File: config.mk
export PLATFORM = sky130hd
export DESIGN_NAME = reservation_station
export DESIGN_NICKNAME = d
export VERILOG_FILES = /design/src/rtl/rs_pkg.sv /design/src/rtl/cdb_result_listener.sv /design/src/rtl/reservation_station.sv
export SDC_FILE = /design/constraint.sdc
export NUM_CORES = 1
export LEC_CHECK = 0
export ABC_CLOCK_PERIOD_IN_PS = 5700
export CORE_UTILIZATION = 35
export DETAILED_ROUTE_END_ITERATION = 10
export DONT_BUFFER_PORTS = 1
export GPL_TIMING_DRIVEN = 0
export SLEW_MARGIN = 25
export SYNTH_ARGS = -nofsm -noshare
export SYNTH_HDL_FRONTEND = slang
export SYNTH_SLANG_ARGS = --single-unit
File: constraint.sdc
create_clock -name clk -period 5.7 [get_ports clk]
set_input_delay 1.425 -clock clk [delete_from_list [all_inputs] [get_ports clk]]
set_output_delay 1.425 -clock clk [all_outputs]
set_load 0.01 [all_outputs]
File: src/rtl/rs_pkg.sv
// Shared definitions for the single-entry reservation station:
// the state encoding and the default opcode width.
package rs_pkg;

  localparam int unsigned DEFAULT_OP_WIDTH = 2;

  typedef enum logic [1:0] {
    RS_FREE    = 2'd0,
    RS_WAITING = 2'd1,
    RS_ISSUED  = 2'd2
  } rs_state_e;

endpackage

File: src/rtl/cdb_result_listener.sv
// Holds one operand. The operand is either a value or a producer tag; while it
// is a tag, the listener watches the CDB for that tag and captures the result.
module cdb_result_listener #(
  parameter int unsigned DATA_WIDTH    = 4,
  parameter int unsigned CDB_TAG_WIDTH = 4
) (
  input  logic                     clk,
  input  logic                     command_update_en,
  input  logic [DATA_WIDTH-1:0]    command_data,
  input  logic                     command_is_valid,
  input  logic                     cdb_valid,
  input  logic [CDB_TAG_WIDTH-1:0] cdb_tag,
  input  logic [DATA_WIDTH-1:0]    cdb_data,
  output logic [DATA_WIDTH-1:0]    data,
  output logic                     data_valid
);

  logic cmd_hit_c;
  logic snoop_hit_c;

  // A new tag can be satisfied by the broadcast in the very cycle it is loaded.
  assign cmd_hit_c   = cdb_valid && (cdb_tag == command_data[CDB_TAG_WIDTH-1:0]);
  assign snoop_hit_c = cdb_valid && !data_valid && (cdb_tag == data[CDB_TAG_WIDTH-1:0]);

  // Contents are deliberately unreset; the owner's state gates their use.
  always_ff @(posedge clk) begin
    if (command_update_en) begin
      if (command_is_valid) begin
        data       <= command_data;
        data_valid <= 1'b1;
      end else if (cmd_hit_c) begin
        data       <= cdb_data;
        data_valid <= 1'b1;
      end else begin
        data       <= command_data;
        data_valid <= 1'b0;
      end
    end else if (snoop_hit_c) begin
      data       <= cdb_data;
      data_valid <= 1'b1;
    end
  end

endmodule

File: src/rtl/reservation_station.sv
// Single-entry Tomasulo reservation station: accepts one operation from
// dispatch, waits for both operands via the CDB, issues it, and holds its tag
// until the FU result is broadcast.
module reservation_station
  import rs_pkg::*;
#(
  parameter int unsigned DATA_WIDTH    = 4,
  parameter int unsigned CDB_TAG_WIDTH = 4,
  parameter int unsigned OP_WIDTH      = DEFAULT_OP_WIDTH,
  parameter int unsigned RS_ID         = 1
) (
  input  logic                     clk,
  input  logic                     rst,
  input  logic                     flush,
  input  logic                     dispatch_valid,
  output logic                     dispatch_ready,
  input  logic [OP_WIDTH-1:0]      dispatch_op,
  input  logic [DATA_WIDTH-1:0]    dispatch_a,
  input  logic [DATA_WIDTH-1:0]    dispatch_b,
  input  logic                     dispatch_a_is_valid,
  input  logic                     dispatch_b_is_valid,
  input  logic                     cdb_in_valid,
  input  logic [CDB_TAG_WIDTH-1:0] cdb_in_tag,
  input  logic [DATA_WIDTH-1:0]    cdb_in_data,
  output logic                     issue_valid,
  input  logic                     issue_ready,
  output logic [OP_WIDTH-1:0]      issue_op,
  output logic [DATA_WIDTH-1:0]    issue_a,
  output logic [DATA_WIDTH-1:0]    issue_b,
  output logic [CDB_TAG_WIDTH-1:0] issue_tag
);

  localparam logic [CDB_TAG_WIDTH-1:0] OWN_TAG = CDB_TAG_WIDTH'(RS_ID);

  rs_state_e           state_q;
  rs_state_e           state_d;
  logic [OP_WIDTH-1:0] op_q;
  logic                accept_c;
  logic                release_c;
  logic                a_valid;
  logic                b_valid;

  assign dispatch_ready = (state_q == RS_FREE) && !flush;
  assign accept_c       = dispatch_valid && dispatch_ready;
  assign issue_valid    = (state_q == RS_WAITING) && a_valid && b_valid && !flush;
  assign release_c      = cdb_in_valid && (cdb_in_tag == OWN_TAG);
  assign issue_op       = op_q;
  assign issue_tag      = OWN_TAG;

  cdb_result_listener #(
    .DATA_WIDTH    (DATA_WIDTH),
    .CDB_TAG_WIDTH (CDB_TAG_WIDTH)
  ) u_listener_a (
    .clk               (clk),
    .command_update_en (accept_c),
    .command_data      (dispatch_a),
    .command_is_valid  (dispatch_a_is_valid),
    .cdb_valid         (cdb_in_valid),
    .cdb_tag           (cdb_in_tag),
    .cdb_data          (cdb_in_data),
    .data              (issue_a),
    .data_valid        (a_valid)
  );

  cdb_result_listener #(
    .DATA_WIDTH    (DATA_WIDTH),
    .CDB_TAG_WIDTH (CDB_TAG_WIDTH)
  ) u_listener_b (
    .clk               (clk),
    .command_update_en (accept_c),
    .command_data      (dispatch_b),
    .command_is_valid  (dispatch_b_is_valid),
    .cdb_valid         (cdb_in_valid),
    .cdb_tag           (cdb_in_tag),
    .cdb_data          (cdb_in_data),
    .data              (issue_b),
    .data_valid        (b_valid)
  );

  always_ff @(posedge clk) begin
    if (rst) begin
      state_q <= RS_FREE;
    end else begin
      state_q <= state_d;
    end
  end

  always_ff @(posedge clk) begin
    if (accept_c) begin
      op_q <= dispatch_op;
    end
  end

  // Flush squashes from any state; own-tag broadcasts only matter once issued.
  always_comb begin
    state_d = state_q;
    if (flush) begin
      state_d = RS_FREE;
    end else begin
      unique case (state_q)
        RS_FREE:    if (accept_c) state_d = RS_WAITING;
        RS_WAITING: if (issue_valid && issue_ready) state_d = RS_ISSUED;
        RS_ISSUED:  if (release_c) state_d = RS_FREE;
        default:    state_d = RS_FREE;
      endcase
    end
  end

endmodule

==> results.ini, run 1 <==
[global_route]
grt_usage_pct=13.69
grt_pass1_vias=555
grt_max_degree=9
grt_pass1_wl_mm=2.566
grt_overflow=0
antenna_found_initial=0

[worst_setup_path]
critPathTopFamily=simple AND/OR/NAND/NOR gates
crit_slowest_cell=nor3_1
cpPeakStageDelay_ns=0.31
cp_cell_sequence=nor3_1
crit_fanout=5
crit_type=input pin to output port
worst-r2r-setup-slack_ns=3.70
setup.worst_path.end_class=output port
crit_buf_inv=0
crit_arrival_ns=1.74
crit_required_ns=4.28
startpoint_type=input pin

[drt]
viasPerCell=5.336
ant_nets=0
drt_first_pass_iters=4
drtIter0Drc=8
num_vias=587
drt-total-wl_mm=1.740
drcViolationCount=0
wl_per_cell_um=15.82

[synth]
synth_most_common_cell=edfxtp_1
synth-edff-count=12
netlist.area_leader.share_pct=40.06
ys_types=27
netlist_top_cells_area=edfxtp_1 40%, xnor2_1 7.8%, xor2_1 6.8%, mux2_4 6.7%, mux2_2 5.0%
synthFlopType=edfxtp_1
yosysWarnings=0
netlist_area_um2=899.6
synth_area_per_cell_um2=12.16
synth_seq_cells=14
synth_largest_area_cell=edfxtp_1
synth-seq-area-share_pct=44.51
syn-instance-count=74
yosys-top-cells-count=12 x edfxtp_1, 8 x xnor2_1, 7 x xor2_1
ys_async_sr_fraction_pct=0

[pwr]
pwr-share-comb_pct=16.7
p_leak_uw=0.0003399
power_density_mw_per_mm2=225.4
internal_power_uw=164.1
power.switching_uw=56.45
p_clk_share_pct=27.9
ir_worst_vdd_mv=0.1142
power.share.sequential_pct=55.5
finalPower_uw=220.6
swShare_pct=25.60

[cts]
clk_latency_ns=0.28
numCtsBuffers=3
clkSlewWorstSetupHoldPaths_ns=0.09
post_cts_buffers=0
cts.sinks=14
htreeDepth=1
cts_root_buf=clkbuf_4
cts_tree=yes
cts_buffer_depth=2
hold_buffers=0
cts_resized=0

[min_path]
hp-class=flip-flop to flip-flop

[die]
num_io_pins=42
start_util_pct=36.65
core_area_mm2=0.002455
die_h_um=52.70
die_area_mm2=0.002777
die_w_um=52.70
rows=18

[timing]
min_period_ns=3.160
maxSlewHeadroom_pct=25.52
tns_ns=0
final.period_utilization_pct=55.44
layout_setup_ws_ns=2.540
fmax_mhz=316.4
tightest_slew_ns=1.103
final_hold_viol_count=0
grt_setup_unrepaired=no
finalClockSkew_ns=0.002052
setup_violations=0
slew_violations=0

[final_layout]
drive_gt1_share_pct=31.25
fin_nets=107
diodes=0
syn_to_final_growth_pct=8.762

[status]
run_status=complete, no violations

[job]
max-cap-violations=0

[placement]
dp_worst_setup_slack_ns=2.531
port_buffers=0
place.gp.congestion=0.7125

metrics by stage:
step	instance area [µm²]	hold slack [ns]	utilization [%]	cells
3_3_place_gp	944.7	0.4953	38.48	106
5_1_grt	978.4	0.5632	39.86	110
6_report	978.4	0.5425	39.86	110
2_1_floorplan	907.1	0.4770	-	76
3_5_place_dp	944.7	0.5186	38.48	106
4_1_cts	970.9	0.5366	39.55	110
cells in the final DEF (no fill, tap or decap), types with 2 or more instances in the layout:
cell      instances
o21ai_0           3
clkbuf_4          3
nand2b_1          2
xor2_1            7
nand3_1           3
xnor2_1           8
mux2_4            4
dfxtp_1           2
buf_4             4
mux2_2            4
conb_1            4
edfxtp_1         12
nand2_1           2
nand3b_1          3
buf_6             3
nor2_1            2
sequential cells by signal, indices dropped and copies added, names as in the netlist:
| signal | count |
|---|---|
| u_listener_a.data | 4 |
| u_listener_b.data | 4 |
| u_listener_a.data_valid | 1 |
| state_q | 2 |
| issue_op | 2 |
| u_listener_b.data_valid | 1 |
final cells by class:
class,instances,area [µm²]
Buffer,8,68.82
Fill cell,232,1476
Tap cell,30,37.54
Sequential cell,14,400.4
Inverter,1,3.754
Clock buffer,4,26.28
Multi-Input combinational cell,53,441.7
power by group through the flow:
stage          sequential, µW  combinational, µW  clock [µW]
3_5_place_dp              125               36.3           0
6_report                  122               36.8        61.4
2_1_floorplan             124               31.6           0
4_1_cts                   122               36.4        61.9
3_3_place_gp              125               35.6           0
5_1_grt                   123               40.0        66.3
logic make-up (layout without fill, tap and decap cells):
group,after synthesis,after routing,synth area share (%)
flops,14,14,44.51
simple gates,18,18,12.38
xor+xnor,15,15,14.60
other cells,2,4,0.8348
mux,8,8,11.68
compound gates,8,8,7.928
buf+inv,9,13,8.066
worst paths after layout:
check | start | cells past startpoint | endpoint
setup / recovery | flush | 1 | issue_valid
hold / removal | state_q[1] | 1 | state_q[0]
setup reg to reg | u_listener_a.data[2] | 2 | u_listener_a.data[1]
hold reg to reg | state_q[1] | 1 | state_q[0]
layer usage:
metal / track usage [%] / routed length [µm] / up-vias
met5: 0 / 0 / -
li1: - / - / 277
met2: 20.68 / 804 / 37
met1: 15.99 / 708 / 269
met4: 5.702 / 36 / 0
met3: 7.246 / 191 / 4
(Power assumes the default switching activity.)
==> run 2: changes to the inputs <==
--- a/config.mk
+++ b/config.mk
@@ -5,7 +5,7 @@
 export SDC_FILE = /design/constraint.sdc
 export NUM_CORES = 1
 export LEC_CHECK = 0
-export ABC_CLOCK_PERIOD_IN_PS = 5700
+export ABC_CLOCK_PERIOD_IN_PS = 3100
 export CORE_UTILIZATION = 35
 export DETAILED_ROUTE_END_ITERATION = 10
 export DONT_BUFFER_PORTS = 1
==> constraint.sdc (replaced) <==
create_clock -name clk -period 3.1 [get_ports clk]
set_input_delay 0.775 -clock clk [delete_from_list [all_inputs] [get_ports clk]]
set_output_delay 0.775 -clock clk [all_outputs]
set_load 0.01 [all_outputs]
==> results of run 2 <==
The final DEF is identical to that of run 1. Status: complete, no violations.
Among the figures that moved: setup slack after placement 2.531 ns -> 0.6329 ns; setup slack after layout 2.540 ns -> 0.9257 ns; start point of the critical path flush -> cdb_in_tag[2]; end point of the critical path issue_valid -> u_listener_a.data[1]; register-to-register setup slack 3.70 ns -> 1.10 ns; total power 220.6 µW -> 405.5 µW; worst IR drop on VDD 0.1142 mV -> 0.2101 mV
==> run 3: changes to the inputs <==
--- a/config.mk
+++ b/config.mk
@@ -5,7 +5,7 @@
 export SDC_FILE = /design/constraint.sdc
 export NUM_CORES = 1
 export LEC_CHECK = 0
-export ABC_CLOCK_PERIOD_IN_PS = 3100
+export ABC_CLOCK_PERIOD_IN_PS = 1900
 export CORE_UTILIZATION = 35
 export DETAILED_ROUTE_END_ITERATION = 10
 export DONT_BUFFER_PORTS = 1
==> constraint.sdc (replaced) <==
create_clock -name clk -period 1.9 [get_ports clk]
set_input_delay 0.475 -clock clk [delete_from_list [all_inputs] [get_ports clk]]
set_output_delay 0.475 -clock clk [all_outputs]
set_load 0.01 [all_outputs]
==> run 3 against run 2 <==
  * Hold slack worse by 0.29 ns
  * First-iteration DRC count down 13%
  * Non-clock buffer count unchanged
  * Cell count unchanged
  * Die area unchanged
  * Combinational power up 70%
  * Wire length up 7.4%
  * Critical path depth up 2
  * Critical endpoint is now u_listener_a.data[2]
  * Largest cell class unchanged
==> results.ini, run 3 (synthesized netlist as in run 1, its figures left out) <==
[global_route]
grt_overflow=0  ; unchanged
antenna_found_initial=0  ; unchanged
grt_usage_pct=15.31  ; +1.6 points
grt_max_degree=9  ; unchanged
grt_pass1_vias=616  ; +11%
grt_pass1_wl_mm=2.842  ; +11%

[timing]
layout_setup_ws_ns=0.1501
tightest_slew_ns=0.6501  ; -0.4526 ns
whs_ns=0.2536  ; -0.2889 ns
tns_ns=0  ; unchanged
grt_setup_unrepaired=no
final.period_utilization_pct=92.10
maxSlewHeadroom_pct=56.18  ; +31 points
setup_violations=0  ; unchanged
final_hold_viol_count=0  ; unchanged
finalClockSkew_ns=0.001301  ; -0.0007515 ns
fmax_mhz=571.5
min_period_ns=1.750
slew_violations=0  ; unchanged

[worst_setup_path]
ff2ff_path_depth=5  ; +3
cpPeakStageDelay_ns=0.36
crit_fanout=5  ; unchanged
crit_arrival_ns=1.80
startpoint_type=flip-flop
crit_type=flip-flop to flip-flop
crit_cells=5
crit_slowest_cell=dfxtp_1
setup.worst_path.end_class=flip-flop
crit_required_ns=1.95
critPathTopFamily=simple AND/OR/NAND/NOR gates
cp_cell_sequence=nor3_4 > nand2_2 > inv_2 > o31a_2 > mux2_4
crit_buf_inv=1

[pwr]
power_density_mw_per_mm2=702.8
p_leak_uw=0.0003505  ; +3.1%
ir_worst_vdd_mv=0.2684

[job]
max-cap-violations=0  ; unchanged

[die]
die_area_mm2=0.002777  ; unchanged
core_area_mm2=0.002455  ; unchanged
num_io_pins=42  ; unchanged
start_util_pct=36.65  ; unchanged
rows=18  ; unchanged
die_h_um=52.70  ; unchanged
die_w_um=52.70  ; unchanged

[status]
run_status=complete, no violations

[final_layout]
utilization_pct=40.93  ; +1.1 points
drive_gt1_share_pct=35.00  ; +3.7 points
mostFrequentLayoutCell=edfxtp_1
final_cell_mix=12 x edfxtp_1, 8 x xnor2_1, 7 x xor2_1
stdcell_area_mm2=0.001005  ; +2.7%
largestRegisters=u_listener_a.data x4, u_listener_b.data x4
fillerInstances=239  ; +3.0%
fin_nets=107  ; unchanged
diodes=0  ; unchanged
syn_to_final_growth_pct=11.68

[placement]
dpl_cell_area_um2=959.7  ; +1.6%
dp_worst_setup_slack_ns=-0.05189
place.gp.congestion=0.7735  ; +8.6%
port_buffers=0  ; unchanged

[drt]
num_vias=585  ; -0.34%
ant_nets=0  ; unchanged
drcViolationCount=0  ; unchanged
drtIter0Drc=7  ; -1
viasPerCell=5.318  ; -0.34%
drt_first_pass_iters=4  ; unchanged
wl_per_cell_um=16.98  ; +7.4%
drt-total-wl_mm=1.868  ; +7.4%

[cts]
cts_buffer_depth=2  ; unchanged
clk_latency_ns=0.28  ; about the same
hold_buffers=0  ; unchanged
cts.sinks=14  ; unchanged
cts_root_buf=clkbuf_4
clkSlewWorstSetupHoldPaths_ns=0.09  ; about the same
numCtsBuffers=3  ; unchanged
cts_tree=yes
htreeDepth=1  ; unchanged

[min_path]
hp-class=input pin to flip-flop
min_delay_path_depth=1  ; unchanged

run 3: cell counts in the layout (fill, tap and decap cells not counted):
No cell type changed its count.
run 3: final timing paths:
path / startpoint / slack, ns / end
worst min-delay path: rst / 0.25 / state_q[1]
worst max register to register: state_q[0] / 0.15 / u_listener_a.data[2]
worst max-delay path: state_q[0] / 0.15 / u_listener_a.data[2]
worst min register to register: state_q[1] / 0.58 / state_q[1]
run 3: final cells by class:
class	count	area [µm²]	area share, %
multi-input combinational	53	457.9	45.58
sequential	14	400.4	39.85
clock buffer	4	36.28	3.611
tap	30	37.54	3.736
buffer	8	68.82	6.849
inverter	1	3.754	0.3736
run 3: timing repair:
item,CTS,global route
setup endpoints to repair,0,4
buffers inserted,0,0
gates resized for setup,0,2
run 3: metrics by stage:
step,power [µW],cells
after CTS,707.2,110
after detailed placement,488.7,106
after global routing,733.2,110
after global placement,485.4,106
final,706.1,110
after floorplan,470.3,76
run 3: worst reg2reg max path, cell delays in order (launching register included):
cell	delay, ns
dfxtp_1	0.36
nor3_4	0.27
nand2_2	0.17
inv_2	0.16
o31a_2	0.24
mux2_4	0.31
run 3: routing by layer:
metal / track usage [%] / share of wire, % / vias to the layer above
li1: - / - / 272
met1: 16.31 / 40 / 268
met2: 26.16 / 48 / 40
met3: 3.768 / 8.8 / 5
met4: 10.53 / 2.7 / 0
met5: 0 / 0 / -
run 3: power breakdown:
part           switching (µW)  internal (µW)  total [µW]
clock                     107            117         224
combinational            54.5           60.1         115
sequential               15.7            352         368
total                     177            529         706
